[src/rtl/cpu_ctrl_pkg.sv]
// Shared encodings for the multi-cycle CPU control path:
// opcodes, FSM states and datapath mux selects.
package cpu_ctrl_pkg;

  localparam logic [5:0] OP_R    = 6'b000000;
  localparam logic [5:0] OP_LW   = 6'b100011;
  localparam logic [5:0] OP_SW   = 6'b101011;
  localparam logic [5:0] OP_ADDI = 6'b001000;
  localparam logic [5:0] OP_BEQ  = 6'b000100;
  localparam logic [5:0] OP_BEN  = 6'b000110;
  localparam logic [5:0] OP_BVF  = 6'b000101;
  localparam logic [5:0] OP_J    = 6'b000010;

  typedef enum logic [3:0] {
    S_INIT,
    S_FETCH,
    S_DECODE,
    S_MEMADR,
    S_MEMRD,
    S_MEMWB,
    S_MEMWR,
    S_REX,
    S_RWB,
    S_IEX,
    S_IWB,
    S_BRANCH,
    S_JUMP
  } state_t;

  localparam logic [1:0] ALU_ADD   = 2'b00;
  localparam logic [1:0] ALU_SUB   = 2'b01;
  localparam logic [1:0] ALU_FUNCT = 2'b10;

  localparam logic [1:0] SRCB_B     = 2'b00;
  localparam logic [1:0] SRCB_4     = 2'b01;
  localparam logic [1:0] SRCB_IMM   = 2'b10;
  localparam logic [1:0] SRCB_IMMSH = 2'b11;

  localparam logic [1:0] PCS_ALU    = 2'b00;
  localparam logic [1:0] PCS_ALUOUT = 2'b01;
  localparam logic [1:0] PCS_JUMP   = 2'b10;

  typedef struct packed {
    logic is_r;
    logic is_lw;
    logic is_sw;
    logic is_addi;
    logic is_beq;
    logic is_ben;
    logic is_bvf;
    logic is_j;
    logic is_illegal;
  } op_class_t;

endpackage

[src/rtl/opcode_class.sv]
// One-hot classification of the IR opcode field.
// Anything not recognised lands in is_illegal.
module opcode_class
  import cpu_ctrl_pkg::*;
(
  input  logic [5:0] opcode,
  output op_class_t  cls
);

  always_comb begin
    cls = '0;
    case (opcode)
      OP_R:    cls.is_r    = 1'b1;
      OP_LW:   cls.is_lw   = 1'b1;
      OP_SW:   cls.is_sw   = 1'b1;
      OP_ADDI: cls.is_addi = 1'b1;
      OP_BEQ:  cls.is_beq  = 1'b1;
      OP_BEN:  cls.is_ben  = 1'b1;
      OP_BVF:  cls.is_bvf  = 1'b1;
      OP_J:    cls.is_j    = 1'b1;
      default: cls.is_illegal = 1'b1;
    endcase
  end

endmodule

[src/rtl/multicycle_control.sv]
// Moore sequencer for the multi-cycle datapath, with the
// N/V status register used by ben/bvf and a retire counter.
module multicycle_control
  import cpu_ctrl_pkg::*;
#(
  parameter int RETIRE_CNT_W = 32
) (
  input  logic                    clk,
  input  logic                    reset,
  input  logic [5:0]              opcode,
  input  logic                    mem_ready,
  input  logic                    alu_zero,
  input  logic                    alu_neg,
  input  logic                    alu_ovf,
  output logic                    pcwrite,
  output logic                    irwrite,
  output logic                    iord,
  output logic                    memread,
  output logic                    memwrite,
  output logic                    memtoreg,
  output logic                    regwrite,
  output logic                    regdst,
  output logic                    alusrca,
  output logic [1:0]              alusrcb,
  output logic [1:0]              aluop,
  output logic [1:0]              pcsource,
  output logic                    instr_retired,
  output logic                    illegal_op,
  output logic [RETIRE_CNT_W-1:0] retire_count
);

  state_t    state, next;
  op_class_t cls;
  logic      flag_n, flag_v;

  opcode_class u_cls (
    .opcode (opcode),
    .cls    (cls)
  );

  always_ff @(posedge clk or posedge reset) begin
    if (reset) begin
      state        <= S_INIT;
      flag_n       <= 1'b0;
      flag_v       <= 1'b0;
      retire_count <= '0;
    end else begin
      state <= next;
      if (state == S_REX || state == S_IEX) begin
        flag_n <= alu_neg;
        flag_v <= alu_ovf;
      end
      if (instr_retired)
        retire_count <= retire_count + RETIRE_CNT_W'(1);
    end
  end

  always_comb begin
    next          = state;
    pcwrite       = 1'b0;
    irwrite       = 1'b0;
    iord          = 1'b0;
    memread       = 1'b0;
    memwrite      = 1'b0;
    memtoreg      = 1'b0;
    regwrite      = 1'b0;
    regdst        = 1'b0;
    alusrca       = 1'b0;
    alusrcb       = SRCB_B;
    aluop         = ALU_ADD;
    pcsource      = PCS_ALU;
    instr_retired = 1'b0;
    illegal_op    = 1'b0;
    case (state)
      S_INIT: next = S_FETCH;
      S_FETCH: begin
        memread = 1'b1;
        alusrcb = SRCB_4;
        if (mem_ready) begin
          irwrite = 1'b1;
          pcwrite = 1'b1;
          next    = S_DECODE;
        end
      end
      S_DECODE: begin
        alusrcb = SRCB_IMMSH;
        unique case (1'b1)
          cls.is_r:
            next = S_REX;
          cls.is_lw, cls.is_sw:
            next = S_MEMADR;
          cls.is_addi:
            next = S_IEX;
          cls.is_beq, cls.is_ben, cls.is_bvf:
            next = S_BRANCH;
          cls.is_j:
            next = S_JUMP;
          cls.is_illegal: begin
            illegal_op = 1'b1;
            next       = S_FETCH;
          end
          default: next = S_FETCH;
        endcase
      end
      S_MEMADR: begin
        alusrca = 1'b1;
        alusrcb = SRCB_IMM;
        next    = cls.is_lw ? S_MEMRD : S_MEMWR;
      end
      S_MEMRD: begin
        memread = 1'b1;
        iord    = 1'b1;
        if (mem_ready) next = S_MEMWB;
      end
      S_MEMWB: begin
        regwrite      = 1'b1;
        memtoreg      = 1'b1;
        instr_retired = 1'b1;
        next          = S_FETCH;
      end
      S_MEMWR: begin
        memwrite = 1'b1;
        iord     = 1'b1;
        if (mem_ready) begin
          instr_retired = 1'b1;
          next          = S_FETCH;
        end
      end
      S_REX: begin
        alusrca = 1'b1;
        aluop   = ALU_FUNCT;
        next    = S_RWB;
      end
      S_RWB: begin
        regwrite      = 1'b1;
        regdst        = 1'b1;
        alusrca       = 1'b1;
        aluop         = ALU_FUNCT;
        instr_retired = 1'b1;
        next          = S_FETCH;
      end
      S_IEX: begin
        alusrca = 1'b1;
        alusrcb = SRCB_IMM;
        next    = S_IWB;
      end
      S_IWB: begin
        regwrite      = 1'b1;
        alusrca       = 1'b1;
        alusrcb       = SRCB_IMM;
        instr_retired = 1'b1;
        next          = S_FETCH;
      end
      S_BRANCH: begin
        alusrca       = 1'b1;
        aluop         = ALU_SUB;
        pcsource      = PCS_ALUOUT;
        pcwrite       = (cls.is_beq & alu_zero)
                      | (cls.is_ben & flag_n)
                      | (cls.is_bvf & flag_v);
        instr_retired = 1'b1;
        next          = S_FETCH;
      end
      S_JUMP: begin
        pcsource      = PCS_JUMP;
        pcwrite       = 1'b1;
        instr_retired = 1'b1;
        next          = S_FETCH;
      end
      default: next = S_INIT;
    endcase
  end

endmodule

[config.mk]
export PLATFORM = sky130hd
export DESIGN_NAME = multicycle_control
export DESIGN_NICKNAME = d
export VERILOG_FILES = /design/src/rtl/cpu_ctrl_pkg.sv /design/src/rtl/opcode_class.sv /design/src/rtl/multicycle_control.sv
export SDC_FILE = /design/constraint.sdc
export NUM_CORES = 1
export LEC_CHECK = 0
export ABC_AREA = 1
export BUFFER_PORTS_ARGS = -buffer_cell sky130_fd_sc_hd__buf_4
export CAP_MARGIN = 20
export CORE_MARGIN = 2
export CORE_UTILIZATION = 50
export CTS_BUF_LIST = sky130_fd_sc_hd__clkbuf_8
export DETAILED_ROUTE_END_ITERATION = 6
export GPL_ROUTABILITY_DRIVEN = 0
export PLACE_DENSITY = 0.84
export SLEW_MARGIN = 20
export SYNTH_ARGS = -nofsm -noshare
export SYNTH_HDL_FRONTEND = slang
export SYNTH_SLANG_ARGS = --single-unit
[constraint.sdc]
create_clock -name clk -period 1.59 [get_ports clk]
set_clock_uncertainty 0.1 [all_clocks]
set_input_delay 0.0795 -clock clk [delete_from_list [all_inputs] [get_ports clk]]
set_output_delay 0.0795 -clock clk [all_outputs]
set_load 0.005 [all_outputs]
==> summary.txt, run 1 <==
Detailed routing
  – Remaining DRCs: 0
  – Via count: 3282
  – Number of iterations in the first detailed-routing pass: 6
  – Total detailed-routing wirelength: 8550 µm
  – Violation count after the first detailed-routing iteration: 216
  – Final routed wire length divided by cell count: 13.9 µm
  – Routed via count divided by cell count: 5.33
  – Remaining number of nets flagged by the antenna check after routing: 0

Setup path
  – Number of logic stages on the critical path including buffering: 10
  – R2r worst-path depth: 10
  – Worst path cell trace: inv_2 > nand2_2 > nor2_2 > nor2_2 > nand3_4 > buf_6 > buf_12 > nand3_1 > nand2_1 > nand2_1
  – Worst reg2reg startpoint: state[1]
  – Critical path data arrival time: 1.75 ns
  – Sort of element at the start of the critical path: flop
  – Critical Path Sink Type: flop
  – Worst-path fanout max: 15
  – Largest stage delay on the critical path: 0.44 ns
  – Timing endpoint of the critical path: retire_count[22]
  – Category of the critical setup timing path: reg2reg
  – Highest-delay cell along the critical path: sky130_fd_sc_hd__dfrtp_1
  – R2r endpoint: retire_count[22]
  – Cell type group with the largest total delay on the critical path: simple AND/OR/NAND/NOR gates
  – Buffering stage count on the worst path with inverters included: 3
  – CP required: 1.68 ns
  – First element of the critical path: state[1]
  – Register-to-register setup slack: -0.08 ns

STA
  – Final period util: 105%
  – Hold violation total from the final report: 0
  – Final setup fails: 15
  – Headroom to the max-slew limit: 66.4%
  – Pin slew with the least headroom to its limit: 0.504 ns
  – Final worst path period need: 1.67 ns
  – Worst hold slack: 0.0213 ns
  – Final WS setup: -0.0756 ns
  – Setup repair after global routing missed its margin: yes
  – Highest attainable clock frequency: 600 MHz
  – Final TNS setup: -0.518 ns
  – Final Max Tran Viols: 0

Final layout
  – Most frequent cells in the layout: sky130_fd_sc_hd__nand2_1 (182), sky130_fd_sc_hd__buf_4 (89), sky130_fd_sc_hd__nor2_1 (49), sky130_fd_sc_hd__inv_1 (39), sky130_fd_sc_hd__dfrtp_1 (25)
  – Commonest non-fill, non-tap cell in the layout: sky130_fd_sc_hd__nand2_1
  – Number of nets at the end of the flow: 556
  – Number of antenna repair diodes: 0
  – Flip-flop and latch area: 967 µm²
  – Fraction of final layout cells with drive strength greater than 1: 34.0%
  – Layout Area Growth over Synthesis: 41.9%
  – Fill count: 399
  – Multi-input gate area in the final layout: 1740 µm²

Die
  – Starting density of the core: 50.9%
  – Die Area: 6110 µm²
  – Vertical die dimension: 78.2 µm
  – Cell row count: 27
  – Chip width: 78.2 µm
  – Number of ports placed on the die boundary: 61
  – Core outline area: 5410 µm²

Status
  – Outcome: finished with violations
  – Violated checks: negative setup slack

Clocking
  – H-tree Lvls: 2
  – TritonCTS clock tree: yes
  – Clock Root Buffer: sky130_fd_sc_hd__clkbuf_8
  – Num CTS Buffers: 5
  – Number of clock sinks: 38
  – Clock latency on the worst-skew pair: 0.30 ns
  – Clock edge transition at the registers on the reported setup and hold paths: 0.08 ns
  – Clock buffer depth: 2

Worst hold path
  – Min-delay worst type: in2reg

Global route
  – Met2 track demand over resource: 47.8%
  – Routing layer with the top usage in global route: met2
  – GRT Total Usage: 26.7%
  – Routing usage on met3: 4.25%
  – Global routing usage on met1: 31.6%
  – First-pass GRT wire length: 13100 µm
  – Maximum number of pins on one net before global-route repair: 39
  – Number of global-route vias before repair: 2946
  – Number of antenna violations at the first check in global routing: 0
  – Residual overflow from global routing: 0

Place
  – Setup slack after placement: -0.0555 ns
  – Final HPWL from detailed placement: 5700 µm
  – Port-buffer cells: 60

Power
  – Leakage power summed over all cells: 1.93 nW
  – Power density over the cells: 1170 nW/µm²
  – VDD IR-drop max: 0.857 mV

Synthesis
  – Distinct cell type count after synthesis: 25
  – Synthesized Nets: 457
  – Number of instances in the synthesized netlist: 444
  – Flops & latches, synth: 38
  – Synthesized area: 2750 µm²
  – Synthesized area per cell: 6.20 µm²
  – Number of warnings issued by yosys: 0
  – Fraction of the yosys area taken by sequential cells: 34.5%

Job
  – Max Cap Violations: 0
==> cell type report <==
cell class | instances | area share, %
multi-input cells | 349 | 44.6
flip-flops and latches | 38 | 24.8
repair buffers | 100 | 20.6
inverters | 49 | 4.90
clock buffers | 8 | 2.82
well taps | 72 | 2.31
==> tightest hold or removal path, stage by stage <==
cell	delay [ns]
sky130_fd_sc_hd__buf_4	0.09
sky130_fd_sc_hd__inv_1	0.08
sky130_fd_sc_hd__nand2_1	0.08
sky130_fd_sc_hd__nand2_1	0.05
==> sequential cells by signal, indices dropped and copies added (netlist names) <==
name          cells
flag_n            1
flag_v            1
retire_count     32
state             4
==> Yosys cell counts <==
cell type	number	area (µm²)
sky130_fd_sc_hd__nor2_1	65	244
sky130_fd_sc_hd__ha_1	1	12.5
sky130_fd_sc_hd__o21ai_0	3	15.0
sky130_fd_sc_hd__inv_4	1	6.26
sky130_fd_sc_hd__o21ai_1	8	40.0
sky130_fd_sc_hd__nand4_1	4	25.0
sky130_fd_sc_hd__xor2_1	9	78.8
sky130_fd_sc_hd__nor3_1	5	25.0
sky130_fd_sc_hd__nand3b_1	9	67.6
sky130_fd_sc_hd__buf_2	1	5.00
sky130_fd_sc_hd__nand2_1	192	721
sky130_fd_sc_hd__nor2_4	1	11.3
sky130_fd_sc_hd__nand3_1	26	130
sky130_fd_sc_hd__a22oi_1	1	7.51
sky130_fd_sc_hd__buf_4	4	30.0
sky130_fd_sc_hd__nor2_2	8	50.1
sky130_fd_sc_hd__nand3_4	1	17.5
sky130_fd_sc_hd__xnor2_1	1	8.76
sky130_fd_sc_hd__a21oi_1	1	5.00
sky130_fd_sc_hd__inv_2	3	11.3
sky130_fd_sc_hd__o22ai_1	2	12.5
sky130_fd_sc_hd__buf_6	3	33.8
sky130_fd_sc_hd__nand2_2	12	75.1
sky130_fd_sc_hd__inv_1	45	169
sky130_fd_sc_hd__dfrtp_1	38	951
==> layer usage <==
metal	wire (µm)	vias to the layer above
met1	3360	1518
met2	4270	174
met4	282	0
li1	-	1553
met5	0	-
met3	630	37
==> stage by stage <==
| step | util (%) | std cells | area (µm²) | total power, mW |
|---|---|---|---|---|
| finish | 72.2 | 616 | 3910 | 4.56 |
| global route | 72.2 | 616 | 3910 | 4.83 |
| detailed placement | 63.1 | 591 | 3410 | 3.10 |
| floorplan | - | 444 | 2750 | 2.34 |
| global placement | 63.1 | 591 | 3410 | 3.04 |
| CTS | 67.9 | 608 | 3670 | 4.17 |
==> how the worst min path moves through the flow <==
stage,start,endpoint,cells past startpoint
after detailed placement,reset,retire_count[3],3
after CTS,mem_ready,state[0],4
after global routing,mem_ready,state[0],4
final,mem_ready,state[0],4
after floorplan,alu_neg,flag_n,2
after global placement,reset,retire_count[3],3
==> cells by family (layout without fill, tap and decap cells) <==
logic type      Yosys count  count (layout)  share of synthesized area [%]
simple gates            323             323                           49.6
flops                    38              38                           34.5
xor+xnor                 10              10                           3.18
compound gates           15              15                           2.91
buf+inv                  57             157                           9.27
fa+ha+maj                 1               1                          0.454
==> repair_timing <==
action,CTS,global route
gates resized for setup,25,56
pin swaps,4,9
setup endpoints to repair,19,43
hold endpoints to repair,40,0
hold buffers,3,0
buffers inserted,6,8
==> where the power goes <==
part	switching, mW	internal [mW]	total (mW)
registers	0.222	1.13	1.35
logic	1.28	1.13	2.41
clock network	0.356	0.438	0.795
total	1.86	2.69	4.56
Power figures use the tool's default switching activity.
==> run 2, diff against run 1 <==
ABC_AREA = not set   (was 1)
CORE_UTILIZATION = 49   (was 50)
PLACE_DENSITY = 0.86   (was 0.84)
REMOVE_ABC_BUFFERS = 1   (was not set)
==> run 2 against run 1 <==
Compared with the run above:
- the run still ends with negative setup slack left
- sequential share of layout area rose by 0.11 points
- cell count is 32% lower
- via count down 23%
- non-clock buffer count rose by 41
- register-to-register slack got worse by 0.28 ns
- first-iteration DRC count rose by 46%
- final area down 2.0%
- critical path type unchanged
- critical endpoint is now retire_count[28]
- largest power group unchanged
- highest routed layer unchanged
==> summary.txt, run 2 <==
Clocking
  – TritonCTS clock tree: yes (unchanged)
  – Clock buffer depth: 2 (unchanged)
  – Clock Root Buffer: sky130_fd_sc_hd__clkbuf_8 (unchanged)
  – Number of clock sinks: 38 (unchanged)
  – Clock latency on the worst-skew pair: 0.30 ns (about the same)
  – Clock edge transition at the registers on the reported setup and hold paths: 0.08 ns (about the same)
  – Num CTS Buffers: 5 (unchanged)
  – H-tree Lvls: 2 (unchanged)

Setup path
  – Register-to-register setup slack: -0.35 ns (was -0.08 ns)
  – Category of the critical setup timing path: reg2reg (unchanged)
  – Largest stage delay on the critical path: 0.45 ns (was 0.44 ns)
  – Worst reg2reg startpoint: state[3] (was state[1])
  – Buffering stage count on the worst path with inverters included: 2 (was 3)
  – Worst path cell trace: buf_6 > nand4b_1 > o22ai_4 > buf_6 > and3_1 > xor2_1 (was inv_2 > nand2_2 > nor2_2 > nor2_2 > nand3_4 > buf_6 > buf_12 > nand3_1 > nand2_1 > nand2_1)
  – Timing endpoint of the critical path: retire_count[28] (was retire_count[22])
  – R2r worst-path depth: 6 (was 10)
  – Cell type group with the largest total delay on the critical path: simple AND/OR/NAND/NOR gates (unchanged)
  – Number of logic stages on the critical path including buffering: 6 (was 10)
  – Critical Path Sink Type: flop (unchanged)
  – Critical path data arrival time: 2.05 ns (was 1.75 ns)
  – Worst-path fanout max: 6 (was 15)
  – R2r endpoint: retire_count[28] (was retire_count[22])
  – Highest-delay cell along the critical path: sky130_fd_sc_hd__dfrtp_1 (unchanged)
  – CP required: 1.69 ns (was 1.68 ns)
  – Sort of element at the start of the critical path: flop (unchanged)
  – First element of the critical path: state[3] (was state[1])
  – Most prevalent standard cell on the critical path: sky130_fd_sc_hd__buf_6

Die
  – Core outline area: 4290 µm² (was 5410 µm²)
  – Vertical die dimension: 70.5 µm (was 78.2 µm)
  – Starting density of the core: 50.5% (was 50.9%)
  – Chip width: 70.5 µm (was 78.2 µm)
  – Die Area: 4970 µm² (was 6110 µm²)
  – Cell row count: 24 (was 27)
  – Number of ports placed on the die boundary: 61 (unchanged)

Synthesis
  – Synth top cells by count: sky130_fd_sc_hd__dfrtp_1 (38), sky130_fd_sc_hd__xnor2_1 (23), sky130_fd_sc_hd__nand2_1 (22), sky130_fd_sc_hd__nand3_1 (14), sky130_fd_sc_hd__nor2_1 (13) (was sky130_fd_sc_hd__nand2_1 (192), sky130_fd_sc_hd__nor2_1 (65), sky130_fd_sc_hd__inv_1 (45), sky130_fd_sc_hd__dfrtp_1 (38), sky130_fd_sc_hd__nand3_1 (26))
  – Top-area cell type share of the netlist area: 43.9% (was 34.5%)
  – Distinct cell type count after synthesis: 46 (was 25)
  – Number of instances in the synthesized netlist: 227 (was 444)
  – Synth async-reset ratio: 100% (unchanged)
  – Biggest area consumer among synthesized cells: sky130_fd_sc_hd__dfrtp_1 (unchanged)
  – Most used standard cell by instance count after synthesis: sky130_fd_sc_hd__dfrtp_1 (was sky130_fd_sc_hd__nand2_1)
  – Flops & latches, synth: 38 (unchanged)
  – Synthesized area per cell: 9.55 µm² (was 6.20 µm²)
  – Count of flip-flops with a built-in enable after synthesis: 0 (unchanged)
  – Synthesized area: 2170 µm² (was 2750 µm²)
  – Main area contributors after synthesis: sky130_fd_sc_hd__dfrtp_1 (44%), sky130_fd_sc_hd__xnor2_1 (9.3%), sky130_fd_sc_hd__xor2_1 (4.4%) (was sky130_fd_sc_hd__dfrtp_1 (35%), sky130_fd_sc_hd__nand2_1 (26%), sky130_fd_sc_hd__nor2_1 (8.9%))
  – Leading register cell type out of synthesis: sky130_fd_sc_hd__dfrtp_1 (unchanged)
  – Number of warnings issued by yosys: 0 (unchanged)
  – Fraction of the yosys area taken by sequential cells: 43.9% (was 34.5%)

Power
  – Power density over the cells: 1240 nW/µm² (was 1170 nW/µm²)
  – Leakage power summed over all cells: 1.94 nW (was 1.93 nW)
  – Post-layout power: 4.76 mW (was 4.56 mW)
  – VDD IR-drop max: 1.00 mV (was 0.857 mV)

Detailed routing
  – Remaining number of nets flagged by the antenna check after routing: 0 (unchanged)
  – Final routed wire length divided by cell count: 20.4 µm (was 13.9 µm)
  – Total detailed-routing wirelength: 8520 µm (was 8550 µm)
  – Via count: 2519 (was 3282)
  – Routed via count divided by cell count: 6.04 (was 5.33)
  – Remaining DRCs: 0 (unchanged)
  – Violation count after the first detailed-routing iteration: 316 (was 216)
  – Number of iterations in the first detailed-routing pass: 6 (unchanged)

STA
  – Hold violation total from the final report: 0 (unchanged)
  – Setup repair after global routing missed its margin: yes (unchanged)
  – Highest attainable clock frequency: 514 MHz (was 600 MHz)
  – Final TNS setup: -8.69 ns (was -0.518 ns)
  – Final worst path period need: 1.94 ns (was 1.67 ns)
  – Final Max Tran Viols: 0 (unchanged)
  – Worst hold slack: 0.0395 ns (was 0.0213 ns)
  – Final WS setup: -0.354 ns (was -0.0756 ns)
  – Final setup fails: 52 (was 15)
  – Final period util: 122% (was 105%)
  – Pin slew with the least headroom to its limit: 0.548 ns (was 0.504 ns)
  – Headroom to the max-slew limit: 63.1% (was 66.4%)

Place
  – Final HPWL from detailed placement: 4190 µm (was 5700 µm)
  – Setup slack after placement: -0.184 ns (was -0.0555 ns)
  – Port-buffer cells: 60 (unchanged)

Global route
  – Residual overflow from global routing: 0 (unchanged)
  – Number of antenna violations at the first check in global routing: 0 (unchanged)
  – First-pass GRT wire length: 10200 µm (was 13100 µm)
  – GRT Total Usage: 26.1% (was 26.7%)
  – Maximum number of pins on one net before global-route repair: 39 (unchanged)
  – Number of global-route vias before repair: 2175 (was 2946)

Final layout
  – Layout Area Growth over Synthesis: 76.6% (was 41.9%)
  – Number of antenna repair diodes: 0 (unchanged)
  – Fraction of final layout cells with drive strength greater than 1: 56.2% (was 34.0%)
  – Largest registers: retire_count (32), state (4) (unchanged)
  – Commonest non-fill, non-tap cell in the layout: sky130_fd_sc_hd__buf_4 (was sky130_fd_sc_hd__nand2_1)
  – Reg with most FFs: retire_count (unchanged)
  – Post-layout utilization of the core: 89.1% (was 72.2%)
  – Number of nets at the end of the flow: 377 (was 556)
  – Most frequent cells in the layout: sky130_fd_sc_hd__buf_4 (112), sky130_fd_sc_hd__dfrtp_1 (37), sky130_fd_sc_hd__buf_6 (25), sky130_fd_sc_hd__xnor2_1 (17), sky130_fd_sc_hd__nand2_1 (12) (was sky130_fd_sc_hd__nand2_1 (182), sky130_fd_sc_hd__buf_4 (89), sky130_fd_sc_hd__nor2_1 (49), sky130_fd_sc_hd__inv_1 (39), sky130_fd_sc_hd__dfrtp_1 (25))
  – Number of flip-flops under the largest register name: 32 (unchanged)

Job
  – Max Cap Violations: 0 (unchanged)

Status
  – Violated checks: negative setup slack (unchanged)
  – Outcome: finished with violations (unchanged)

Worst hold path
  – Min-delay worst type: in2reg (unchanged)
==> run 2: cell count changes in the layout (fill, tap and decap cells not counted), moves of 9 or more <==
cell                      before  now
sky130_fd_sc_hd__xnor2_1       1   17
sky130_fd_sc_hd__dfrtp_1      25   37
sky130_fd_sc_hd__dfrtp_2      13    1
sky130_fd_sc_hd__nand2_1     182   12
sky130_fd_sc_hd__nand2_2      19    3
sky130_fd_sc_hd__and3_1        0    9
sky130_fd_sc_hd__nor2_4       12    0
sky130_fd_sc_hd__nor2_1       49    8
sky130_fd_sc_hd__nand3_1      22    9
sky130_fd_sc_hd__buf_6         6   25
sky130_fd_sc_hd__buf_4        89  112
sky130_fd_sc_hd__inv_1        39    4
==> run 2: timing repair <==
| action | 4_1_cts | 5_1_grt |
|---|---|---|
| hold buffers | 2 | 0 |
| pin swaps | 6 | 23 |
| resized for setup | 32 | 77 |
| endpoints found under the hold margin | 39 | 0 |
| gates cloned | 1 | 1 |
| setup endpoints to repair | 43 | 53 |
| buffers inserted | 8 | 23 |
==> run 2: area by class of cell <==
class                      count  area (µm²)
clock inverter                 3        40.0
clock buffer                   5        68.8
inverter                       4        15.0
multi-input combinational    174        1500
tap                           52        65.1
sequential                    38         952
fill                         186         467
timing repair buffer         141        1180
==> run 2: worst min path at each step <==
| stage | start | to | slack, ns | cells after the start |
|---|---|---|---|---|
| global route | alu_ovf | flag_v | 0.05 | 3 |
| global placement | reset | flag_n | 0.12 | 3 |
| CTS | mem_ready | state[2] | 0.0003 | 3 |
| finish | alu_ovf | flag_v | 0.04 | 3 |
| detailed placement | reset | retire_count[3] | 0.13 | 3 |
| floorplan | alu_neg | flag_n | 0.13 | 1 |
==> run 2: kinds of logic (layout without fill, tap and decap cells) <==
kind of cell | after synthesis | in the layout | synth area share [%]
AO/OA/AOI/OAI | 29 | 29 | 8.95
multiplexers | 4 | 4 | 1.96
AND/OR/NAND/NOR | 106 | 106 | 27.5
flip-flops | 38 | 38 | 43.9
buffers and inverters | 15 | 153 | 3.35
adder cells (fa/ha/maj) | 1 | 1 | 0.577
XOR/XNOR | 34 | 34 | 13.7
==> run 2: metal layers <==
metal,part of all wire [%],track usage [%],vias up
met5,0,0,-
met4,3.0,8.97,0
met3,7.2,6.20,30
met2,52,46.0,154
met1,38,31.3,1251
li1,-,-,1084
==> run 2: through the flow <==
stage	cells	cell area [µm²]
after floorplan	216	2110
after global placement	375	2990
after detailed placement	375	2990
after CTS	393	3300
after global routing	417	3830
final	417	3830
==> run 2: power by group <==
group / switching, mW / internal (mW) / total [mW] / leakage, nW
clock: 0.366 / 0.462 / 0.828 / 0.0579
sequential: 0.132 / 1.10 / 1.24 / 0.498
combinational: 1.22 / 1.47 / 2.70 / 1.39
==> run 2: tightest hold or removal path: stages <==
cell and delay (ns):
sky130_fd_sc_hd__buf_4 0.09, sky130_fd_sc_hd__o31ai_1 0.07, sky130_fd_sc_hd__a21oi_1 0.15
==> run 3, diff against run 2 <==
--- a/config.mk
+++ b/config.mk
@@ -6,5 +6,5 @@
 export NUM_CORES = 1
 export LEC_CHECK = 0
-export BUFFER_PORTS_ARGS = -buffer_cell sky130_fd_sc_hd__buf_4
+export BUFFER_PORTS_ARGS = -buffer_cell sky130_fd_sc_hd__buf_2
 export CAP_MARGIN = 20
 export CORE_MARGIN = 2
==> constraint.sdc (replaced) <==
create_clock -name clk -period 1.59 [get_ports clk]
set_clock_uncertainty 0.1 [all_clocks]
set_input_delay 0.2385 -clock clk [delete_from_list [all_inputs] [get_ports clk]]
set_output_delay 0.2385 -clock clk [all_outputs]
set_load 0.005 [all_outputs]
==> run 3 against run 2 <==
Compared with the run above:
- highest routed layer unchanged
- critical path depth is 1 higher
- cell count down 2.4%
- die area is the same
- the run still ends with negative setup slack left
- critical path type unchanged
- largest power group unchanged
- via count down 6.4%
- critical endpoint is now retire_count[31]
==> summary.txt, run 3 (synthesis gave the netlist of run 2 again) <==
Status
  – Outcome: finished with violations (unchanged)
  – Violated checks: negative setup slack (unchanged)

Die
  – Chip width: 70.5 µm (unchanged)
  – Number of ports placed on the die boundary: 61 (unchanged)
  – Starting density of the core: 50.5% (unchanged)
  – Core outline area: 4290 µm² (unchanged)
  – Vertical die dimension: 70.5 µm (unchanged)
  – Die Area: 4970 µm² (unchanged)
  – Cell row count: 24 (unchanged)

Final layout
  – Largest registers: retire_count (32), state (4) (unchanged)
  – Fraction of final layout cells with drive strength greater than 1: 52.7% (was 56.2%)
  – Reg with most FFs: retire_count (unchanged)
  – Post-route cell area: 3570 µm² (was 3830 µm²)
  – Number of nets at the end of the flow: 368 (was 377)
  – Most frequent cells in the layout: sky130_fd_sc_hd__buf_2 (57), sky130_fd_sc_hd__buf_4 (43), sky130_fd_sc_hd__dfrtp_1 (37), sky130_fd_sc_hd__buf_6 (27), sky130_fd_sc_hd__xnor2_1 (19) (was sky130_fd_sc_hd__buf_4 (112), sky130_fd_sc_hd__dfrtp_1 (37), sky130_fd_sc_hd__buf_6 (25), sky130_fd_sc_hd__xnor2_1 (17), sky130_fd_sc_hd__nand2_1 (12))
  – Layout Area Growth over Synthesis: 64.5% (was 76.6%)
  – Commonest non-fill, non-tap cell in the layout: sky130_fd_sc_hd__buf_2 (was sky130_fd_sc_hd__buf_4)
  – Number of antenna repair diodes: 0 (unchanged)
  – Fill count: 239 (was 186)
  – Number of flip-flops under the largest register name: 32 (unchanged)

Power
  – VDD IR-drop max: 0.651 mV (was 1.00 mV)
  – Post-layout power: 4.35 mW (was 4.76 mW)
  – Power density over the cells: 1220 nW/µm² (was 1240 nW/µm²)
  – Leakage power summed over all cells: 1.75 nW (was 1.94 nW)

Setup path
  – CP required: 1.71 ns (was 1.69 ns)
  – Worst-path fanout max: 7 (was 6)
  – Category of the critical setup timing path: reg2reg (unchanged)
  – R2r worst-path depth: 7 (was 6)
  – Sort of element at the start of the critical path: flop (unchanged)
  – Critical Path Sink Type: flop (unchanged)
  – Critical path data arrival time: 2.12 ns (was 2.05 ns)

Detailed routing
  – Final routed wire length divided by cell count: 18.3 µm (was 20.4 µm)
  – Violation count after the first detailed-routing iteration: 211 (was 316)
  – Remaining number of nets flagged by the antenna check after routing: 0 (unchanged)
  – Remaining DRCs: 0 (unchanged)
  – Routed via count divided by cell count: 5.79 (was 6.04)
  – Via count: 2357 (was 2519)
  – Total detailed-routing wirelength: 7450 µm (was 8520 µm)
  – Number of iterations in the first detailed-routing pass: 4 (was 6)

Clocking
  – Clock Root Buffer: sky130_fd_sc_hd__clkbuf_8 (unchanged)
  – H-tree Lvls: 2 (unchanged)
  – Number of clock sinks: 38 (unchanged)
  – Clock latency on the worst-skew pair: 0.30 ns (about the same)
  – Num CTS Buffers: 5 (unchanged)
  – Clock buffer depth: 2 (unchanged)
  – Clock edge transition at the registers on the reported setup and hold paths: 0.08 ns (about the same)
  – TritonCTS clock tree: yes (unchanged)

Global route
  – GRT Total Usage: 27.9% (was 26.1%)
  – Maximum number of pins on one net before global-route repair: 39 (unchanged)
  – Number of global-route vias before repair: 2334 (was 2175)
  – Number of antenna violations at the first check in global routing: 0 (unchanged)
  – First-pass GRT wire length: 11000 µm (was 10200 µm)
  – Residual overflow from global routing: 0 (unchanged)

Place
  – Port-buffer cells: 60 (unchanged)
  – Area of placed instances: 2880 µm² (was 2990 µm²)
  – Final HPWL from detailed placement: 3970 µm (was 4190 µm)

STA
  – Final WS setup: -0.408 ns (was -0.354 ns)
  – Hold violation total from the final report: 0 (unchanged)
  – Headroom to the max-slew limit: 65.6% (was 63.1%)
  – Final TNS setup: -12.29 ns (was -8.69 ns)
  – Final setup fails: 50 (was 52)
  – Final worst path period need: 2.00 ns (was 1.94 ns)
  – Final Max Tran Viols: 0 (unchanged)
  – Setup repair after global routing missed its margin: yes (unchanged)
  – Highest attainable clock frequency: 500 MHz (was 514 MHz)
  – Pin slew with the least headroom to its limit: 0.511 ns (was 0.548 ns)
  – Final period util: 126% (was 122%)

Worst hold path
  – Min-delay worst type: in2reg (unchanged)
  – Worst hold stages: 2 (was 3)

Job
  – Max Cap Violations: 0 (unchanged)
==> run 3: cell types whose count changed in the layout (fill, tap and decap cells not counted), sizes merged <==
cell	before	now
bufinv	1	0
buf	139	130
clkbuf	5	6
dlygate4sd3	2	1
==> run 3: layer usage <==
| metal | track usage (%) | part of all wire, % | wire (µm) |
|---|---|---|---|
| met1 | 33.7 | 39 | 2900 |
| met5 | 0 | 0 | 0 |
| met3 | 5.92 | 5.0 | 374 |
| met4 | 9.83 | 2.0 | 150 |
| met2 | 49.2 | 54 | 4020 |
==> run 3: stage by stage <==
step | hold WS, ns | util [%] | cells | setup WS [ns]
floorplan | 0.289 | - | 216 | -0.453
global placement | 0.271 | 67.0 | 380 | -0.137
detailed placement | 0.279 | 67.0 | 380 | -0.190
CTS | 0.0740 | 77.1 | 406 | -0.330
global route | 0.0785 | 83.0 | 407 | -0.489
finish | 0.0807 | 83.0 | 407 | -0.408
==> run 3: report_power, final <==
group / leakage, nW / internal [mW] / switching (mW) / total [mW]
Clock: 0.0438 / 0.294 / 0.343 / 0.638
Combinational: 1.21 / 1.30 / 1.18 / 2.48
Sequential: 0.498 / 1.10 / 0.129 / 1.23
Total: 1.75 / 2.70 / 1.65 / 4.35
==> run 3: repair_timing <==
item / CTS / global route
endpoints found under the setup margin: 50 / 53
gates cloned: 1 / 1
pin swaps: 10 / 22
setup buffers: 17 / 5
hold endpoints to repair: 38 / 0
hold buffers: 1 / 0
resized for setup: 51 / 52
==> run 3: layout make-up <==
type / instances / area (µm²) / share of cell area, %
timing repair buffer: 132 / 997 / 28.0
multi-input combinational: 174 / 1460 / 40.9
inverter: 4 / 15.0 / 0.421
clock buffer: 5 / 68.8 / 1.93
clock inverter: 2 / 10.0 / 0.281
sequential: 38 / 952 / 26.7
tap: 52 / 65.1 / 1.82
==> run 3: final timing paths <==
path,end,slack (ns),start
max,retire_count[31],-0.41,state[0]
min,flag_n,0.08,alu_neg
max reg2reg,retire_count[31],-0.41,state[0]
min reg2reg,retire_count[22],0.40,retire_count[22]
max in group asynchronous,state[2],0.52,reset
min in group asynchronous,retire_count[30],0.50,reset
==> run 3: critical path, cell delays in order, from the launching register on <==
cell                       delay (ns)
sky130_fd_sc_hd__dfrtp_1         0.43
sky130_fd_sc_hd__buf_6           0.14
sky130_fd_sc_hd__nand3b_1        0.17
sky130_fd_sc_hd__a211o_1         0.35
sky130_fd_sc_hd__a21oi_4         0.25
sky130_fd_sc_hd__buf_12          0.15
sky130_fd_sc_hd__and3_4          0.16
sky130_fd_sc_hd__xor2_1          0.16
